## config.mk

```make
export PLATFORM = sky130hd
export DESIGN_NAME = pc_seq_ctrl_flat
export DESIGN_NICKNAME = d
export VERILOG_FILES = /design/src/rtl/pc_seq_ctrl_if.sv /design/src/rtl/pc_seq_ctrl.sv /design/src/flat_wrapper.sv
export SDC_FILE = /design/constraint.sdc
export NUM_CORES = 1
export LEC_CHECK = 0
export CORE_ASPECT_RATIO = 0.7
export CORE_MARGIN = 2
export CORE_UTILIZATION = 39
export DETAILED_ROUTE_END_ITERATION = 7
export GPL_ROUTABILITY_DRIVEN = 0
export GPL_TIMING_DRIVEN = 0
export PLACE_DENSITY = 0.85
export SLEW_MARGIN = 20
export SYNTH_ARGS = -nofsm -noshare
export SYNTH_HDL_FRONTEND = slang
export SYNTH_SLANG_ARGS = --single-unit
```

## constraint.sdc

```tcl
create_clock -name clk -period 2 [get_ports clk]
set_input_delay 0.6 -clock clk [delete_from_list [all_inputs] [get_ports clk]]
set_output_delay 0.6 -clock clk [all_outputs]
set_load 0.1 [all_outputs]
```

## src/rtl/pc_seq_ctrl_if.sv

```systemverilog
// Fetch handshake and shared-adder bus between the next-PC sequencer and its neighbours.
// master: the sequencer; slave: fetch port plus external full_adder_30.
interface pc_seq_ctrl_if #(
  parameter int unsigned PC_W = 30
);
  logic [PC_W-1:0] pc;
  logic            pc_valid;
  logic            fetch_ready;
  logic [PC_W-1:0] adder_a;
  logic [PC_W-1:0] adder_b;
  logic [PC_W-1:0] adder_sum;

  modport master (
    output pc,
    output pc_valid,
    input  fetch_ready,
    output adder_a,
    output adder_b,
    input  adder_sum
  );

  modport slave (
    input  pc,
    input  pc_valid,
    output fetch_ready,
    input  adder_a,
    input  adder_b,
    output adder_sum
  );
endinterface

```

## src/rtl/pc_seq_ctrl.sv

```systemverilog
// Next-PC sequencer: owns the PC and time-shares one external adder for increment/branch/jump.
// Optional macro PC_WRAP_DET_EN adds a sticky pc_wrap output flagging address wrap-around.
module pc_seq_ctrl #(
  parameter int unsigned     PC_W     = 30,
  parameter int unsigned     IMM_W    = 16,
  parameter int unsigned     JMP_W    = 26,
  parameter logic [PC_W-1:0] RESET_PC = PC_W'(32'h00400000)
) (
  input  logic             clk,
  input  logic             rst_n,
  pc_seq_ctrl_if.master    bus,
  input  logic             stall,
  input  logic             branch_req,
  input  logic             branch_taken,
  input  logic [IMM_W-1:0] br_imm,
  input  logic             jump_req,
  input  logic [JMP_W-1:0] jump_target,
  output logic             busy
`ifdef PC_WRAP_DET_EN
  ,output logic            pc_wrap
`endif
);

  typedef enum logic [1:0] {
    BOOT   = 2'd0,
    RUN    = 2'd1,
    BRANCH = 2'd2
  } state_t;

  state_t           state, state_next;
  logic [PC_W-1:0]  pc_q, pc_next;
  logic [PC_W-1:0]  npc_q, npc_next;
  logic [IMM_W-1:0] imm_q, imm_next;
  logic             pc_valid_q;
  logic             busy_q;
  logic             consume;
  logic [PC_W-1:0]  op_a, op_b;
  logic [PC_W-1:0]  imm_sext;

  assign consume  = pc_valid_q & bus.fetch_ready & ~stall;
  assign imm_sext = {{(PC_W-IMM_W){imm_q[IMM_W-1]}}, imm_q};

  always_ff @(posedge clk or negedge rst_n) begin
    if (!rst_n) begin
      state      <= BOOT;
      pc_q       <= RESET_PC;
      npc_q      <= '0;
      imm_q      <= '0;
      pc_valid_q <= 1'b0;
      busy_q     <= 1'b0;
    end else begin
      state      <= state_next;
      pc_q       <= pc_next;
      npc_q      <= npc_next;
      imm_q      <= imm_next;
      pc_valid_q <= (state_next == RUN);
      busy_q     <= (state_next == BRANCH);
    end
  end

  // Branch resolves in two adder passes: pc+1 into npc, then npc+sext(imm) into pc.
  always_comb begin
    state_next = state;
    pc_next    = pc_q;
    npc_next   = npc_q;
    imm_next   = imm_q;
    op_a       = pc_q;
    op_b       = PC_W'(1);
    case (state)
      BOOT: begin
        state_next = RUN;
      end
      RUN: begin
        if (consume) begin
          if (jump_req) begin
            pc_next = {bus.adder_sum[PC_W-1:JMP_W], jump_target};
          end else if (branch_req && branch_taken) begin
            npc_next   = bus.adder_sum;
            imm_next   = br_imm;
            state_next = BRANCH;
          end else begin
            pc_next = bus.adder_sum;
          end
        end
      end
      BRANCH: begin
        op_a       = npc_q;
        op_b       = imm_sext;
        pc_next    = bus.adder_sum;
        state_next = RUN;
      end
      default: begin
        state_next = BOOT;
      end
    endcase
  end

  assign bus.adder_a  = op_a;
  assign bus.adder_b  = op_b;
  assign bus.pc       = pc_q;
  assign bus.pc_valid = pc_valid_q;
  assign busy         = busy_q;

`ifdef PC_WRAP_DET_EN
  logic sum_used;
  logic wrap_hit;
  logic wrap_q;

  assign sum_used = (state == BRANCH) | ((state == RUN) & consume);

  // Positive B wraps on carry-out (A msb set, sum msb clear); negative B
  // underflows past 0 on missing carry (A msb clear, sum msb set).
  always_comb begin
    wrap_hit = 1'b0;
    if (sum_used) begin
      if (op_b[PC_W-1])
        wrap_hit = ~op_a[PC_W-1] & bus.adder_sum[PC_W-1];
      else
        wrap_hit = op_a[PC_W-1] & ~bus.adder_sum[PC_W-1];
    end
  end

  always_ff @(posedge clk or negedge rst_n) begin
    if (!rst_n)
      wrap_q <= 1'b0;
    else if (wrap_hit)
      wrap_q <= 1'b1;
  end

  assign pc_wrap = wrap_q;
`endif

endmodule

```

## src/flat_wrapper.sv

```systemverilog
// flat-port wrapper written by rule: the top's interface ports become plain ports
module pc_seq_ctrl_flat 
#(
  parameter int unsigned     PC_W     = 30,
  parameter int unsigned     IMM_W    = 16,
  parameter int unsigned     JMP_W    = 26,
  parameter logic [PC_W-1:0] RESET_PC = PC_W'(32'h00400000)
)
  (clk, rst_n, stall, branch_req, branch_taken, br_imm, jump_req, jump_target, busy, bus_pc, bus_pc_valid, bus_fetch_ready, bus_adder_a, bus_adder_b, bus_adder_sum);
  pc_seq_ctrl_if #(.PC_W(PC_W)) bus_i ();
  input  logic clk;
  input  logic rst_n;
  input  logic stall;
  input  logic branch_req;
  input  logic branch_taken;
  input  logic [IMM_W-1:0] br_imm;
  input  logic jump_req;
  input  logic [JMP_W-1:0] jump_target;
  output logic busy;
  output wire logic [$bits(bus_i.pc)-1:0] bus_pc;
  output wire logic [$bits(bus_i.pc_valid)-1:0] bus_pc_valid;
  input wire logic [$bits(bus_i.fetch_ready)-1:0] bus_fetch_ready;
  output wire logic [$bits(bus_i.adder_a)-1:0] bus_adder_a;
  output wire logic [$bits(bus_i.adder_b)-1:0] bus_adder_b;
  input wire logic [$bits(bus_i.adder_sum)-1:0] bus_adder_sum;
  assign bus_pc = bus_i.pc;
  assign bus_pc_valid = bus_i.pc_valid;
  assign bus_i.fetch_ready = bus_fetch_ready;
  assign bus_adder_a = bus_i.adder_a;
  assign bus_adder_b = bus_i.adder_b;
  assign bus_i.adder_sum = bus_adder_sum;
  pc_seq_ctrl #(.PC_W(PC_W), .IMM_W(IMM_W), .JMP_W(JMP_W), .RESET_PC(RESET_PC)) u_core (.clk(clk), .rst_n(rst_n), .bus(bus_i), .stall(stall), .branch_req(branch_req), .branch_taken(branch_taken), .br_imm(br_imm), .jump_req(jump_req), .jump_target(jump_target), .busy(busy));
endmodule
```

==> impl_metrics.json <==
{
  "drcViolationCount": 0,
  "max_slew_margin": 0.618,
  "postLayoutCellArea_um2": 8180,
  "drt_iter0_markers": 212,
  "ys_seq_area_frac": 0.491,
  "grt_overflow": 0,
  "dpl.cell_count": 708,
  "hold_viol": 0,
  "grt_max_degree": 43,
  "worstSetupPathType": "reg2out",
  "startpoint_type": "flop",
  "reg2reg_depth": 6,
  "tightestPinTransition_ns": 0.575,
  "end_kind": "output pin",
  "setup_slack_ns": -0.327,
  "cp_max_fo": 5,
  "grt_antenna_before_repair": 0,
  "die_area_um2": 11300,
  "fp.dieW_um": 126,
  "grt_first_pass_wirelength_mm": 23.6,
  "slew_viol_final": 0,
  "num_antenna_cells": 0,
  "synth_seq_cells": 80,
  "layout_common_cells": "81 x buf_12, 76 x clkdlybuf4s50_1, 61 x nand2_4, 49 x dfrtp_1, 31 x clkdlybuf4s15_2",
  "initial_core_util": 0.397,
  "cts-root-buf": "clkbuf_16",
  "final_common_cell": "buf_12",
  "peakVddDrop_v": 0.000691,
  "skew_ns": 0.00502,
  "cts_buffers": 9,
  "fin_crit_sh": 1.16,
  "fin_crit_ns": 2.33,
  "row_count": 31,
  "synth_nets": 485,
  "ys_warn_count": 0,
  "path_clk_slew_ns": 0.05,
  "cp.arrival_ns": 1.73,
  "synth_top_area_frac": 0.485,
  "avgRoutedWirePerCell_um": 20.9,
  "drtPass1Iterations": 5,
  "grt_pass1_vias": 4332,
  "critical_path_required_ns": 1.40,
  "ctsHoldBuffers": 0,
  "violations": "negative setup slack",
  "nFillCells": 591,
  "vias": 4215,
  "cts.path.max_buffers": 2,
  "core_um2": 10300,
  "insertion_delay_ns": 0.33,
  "yosysTopAreaCell": "dfrtp_1",
  "status": "finished, violations left",
  "dpl.hpwl_mm": 10.1,
  "ant_nets": 0,
  "areaGrowthSynthToFinish_pct": 101,
  "drt-vias-per-instance": 5.64,
  "power.density_nw_per_um2": 935,
  "hold_class": "in2async",
  "finalSetupViolations": 60,
  "syn-instance-count": 406,
  "ys_top_cells_by_area": "dfrtp_1 48%, nand2_1 8.3%, mux2_1 8.0%",
  "pre_cts_ws_ns": -1.24,
  "cap_violations": 0,
  "cts_tree": "done",
  "clock.fmax_ghz": 0.430,
  "die_y_um": 89.6,
  "met1_usage": 0.352,
  "placed_area_um2": 6420,
  "portBuffers": 169,
  "grtUsageTotal": 0.271,
  "wirelength_mm": 15.6,
  "io_pins": 171,
  "ys_types": 26,
  "final_nets": 690,
  "syn_avg_cell_area_um2": 10.0,
  "htree_levels": 3,
  "grtUsageMet3": 0.0616,
  "cts_num_sinks": 80,
  "finalNonFillerCells": 748,
  "top_usage_layer": "met2",
  "drive_gt1_frac": 0.552,
  "power.leakage_nw": 3.44,
  "syn_area_um2": 4080,
  "met2_usage": 0.468,
  "rsz0062_at_grt": "true"
}
## layout make-up
| class | count | area, um^2 | share of cell area |
|---|---|---|---|
| Buffer | 52 | 654 | 0.0800 |
| Clock buffer | 16 | 282 | 0.0344 |
| Inverter | 1 | 3.75 | 0.000459 |
| Multi-Input combinational cell | 272 | 2370 | 0.289 |
| Sequential cell | 80 | 2040 | 0.249 |
| Tap cell | 132 | 165 | 0.0202 |
| Timing Repair Buffer | 195 | 2670 | 0.326 |
## where the power goes
| group | internal [mW] | leakage, nW | total [mW] | switching [mW] |
|---|---|---|---|---|
| logic | 1.25 | 2.38 | 3.75 | 2.51 |
| registers | 2.01 | 0.923 | 2.36 | 0.348 |
| clock network | 0.945 | 0.137 | 1.54 | 0.597 |
## flip-flops by register name (all words and copies together) (netlist names)
signal               count
u_core.imm_q            16
u_core.state             2
u_core.busy              1
u_core.npc_q            30
u_core.bus.pc           30
u_core.bus.pc_valid      1
## synthesized netlist by cell type
master / count
nand2_1: 90
dfrtp_1: 79
mux2_1: 29
o21ai_0: 28
a311oi_1: 26
a31oi_1: 26
nand3_1: 26
mux2_2: 21
clkbuf_1: 19
buf_4: 16
and2_1: 15
buf_2: 11
buf_8: 3
buf_1: 2
buf_6: 2
nand2b_1: 2
nor2b_1: 2
a31o_2: 1
and3b_1: 1
dfstp_2: 1
inv_1: 1
nand3b_1: 1
nand3b_4: 1
nor2_1: 1
nor3b_1: 1
nor3b_2: 1
## path summary, 6_finish.rpt
kind / startpoint / endpoint / slack (ns)
worst min-delay path: rst_n / u_core.npc_q[7] / 0.24
worst min register to register: u_core.imm_q[9] / u_core.imm_q[9] / 0.48
max in group asynchronous: rst_n / u_core.bus.pc[22] / 1.09
min in group clk: u_core.imm_q[9] / u_core.imm_q[9] / 0.48
worst max register to register: u_core.state[0] / u_core.bus.pc[24] / 0.14
worst max-delay path: u_core.state[0] / bus_adder_b[20] / -0.33
## stage by stage
step | utilization | TNS [ns] | hold slack [ns] | power, mW
6_report | 0.796 | -16.05 | 0.245 | 7.65
5_1_grt | 0.796 | -19.36 | 0.279 | 7.90
4_1_cts | 0.779 | -15.61 | 0.255 | 7.60
3_5_place_dp | 0.625 | -93.09 | 0.467 | 5.59
3_3_place_gp | 0.623 | -288.22 | 0.459 | 5.51
2_1_floorplan | - | -2.95 | 0.304 | 4.70
## logic make-up after synthesis
logic type,Yosys count,synth area share
AO/OA/AOI/OAI,81,0.132
buffers and inverters,54,0.0798
flip-flops,80,0.491
multiplexers,50,0.138
AND/OR/NAND/NOR,141,0.159
## per-layer routing
metal | part of all wire | up-vias | routed length [um]
met2 | 0.50 | 217 | 7740
met4 | 0.019 | 0 | 292
met3 | 0.063 | 36 | 984
met5 | 0 | - | 0
li1 | - | 1843 | -
met1 | 0.42 | 2119 | 6610
## timing repair
action	in CTS	in global routing
setup endpoints to repair	121	84
cloned	4	2
pin swaps	5	1
gates resized for setup	764	40
setup buffers	17	2
## worst max-delay path, stage by stage, from the launching register on
cell,delay (ns)
dfrtp_1,0.41
nor2b_4,0.13
buf_6,0.13
buf_8,0.10
and2_4,0.21
buf_12,0.15
buf_12,0.10
buf_12,0.16
Note: power is estimated with default switching activity, not from simulation.
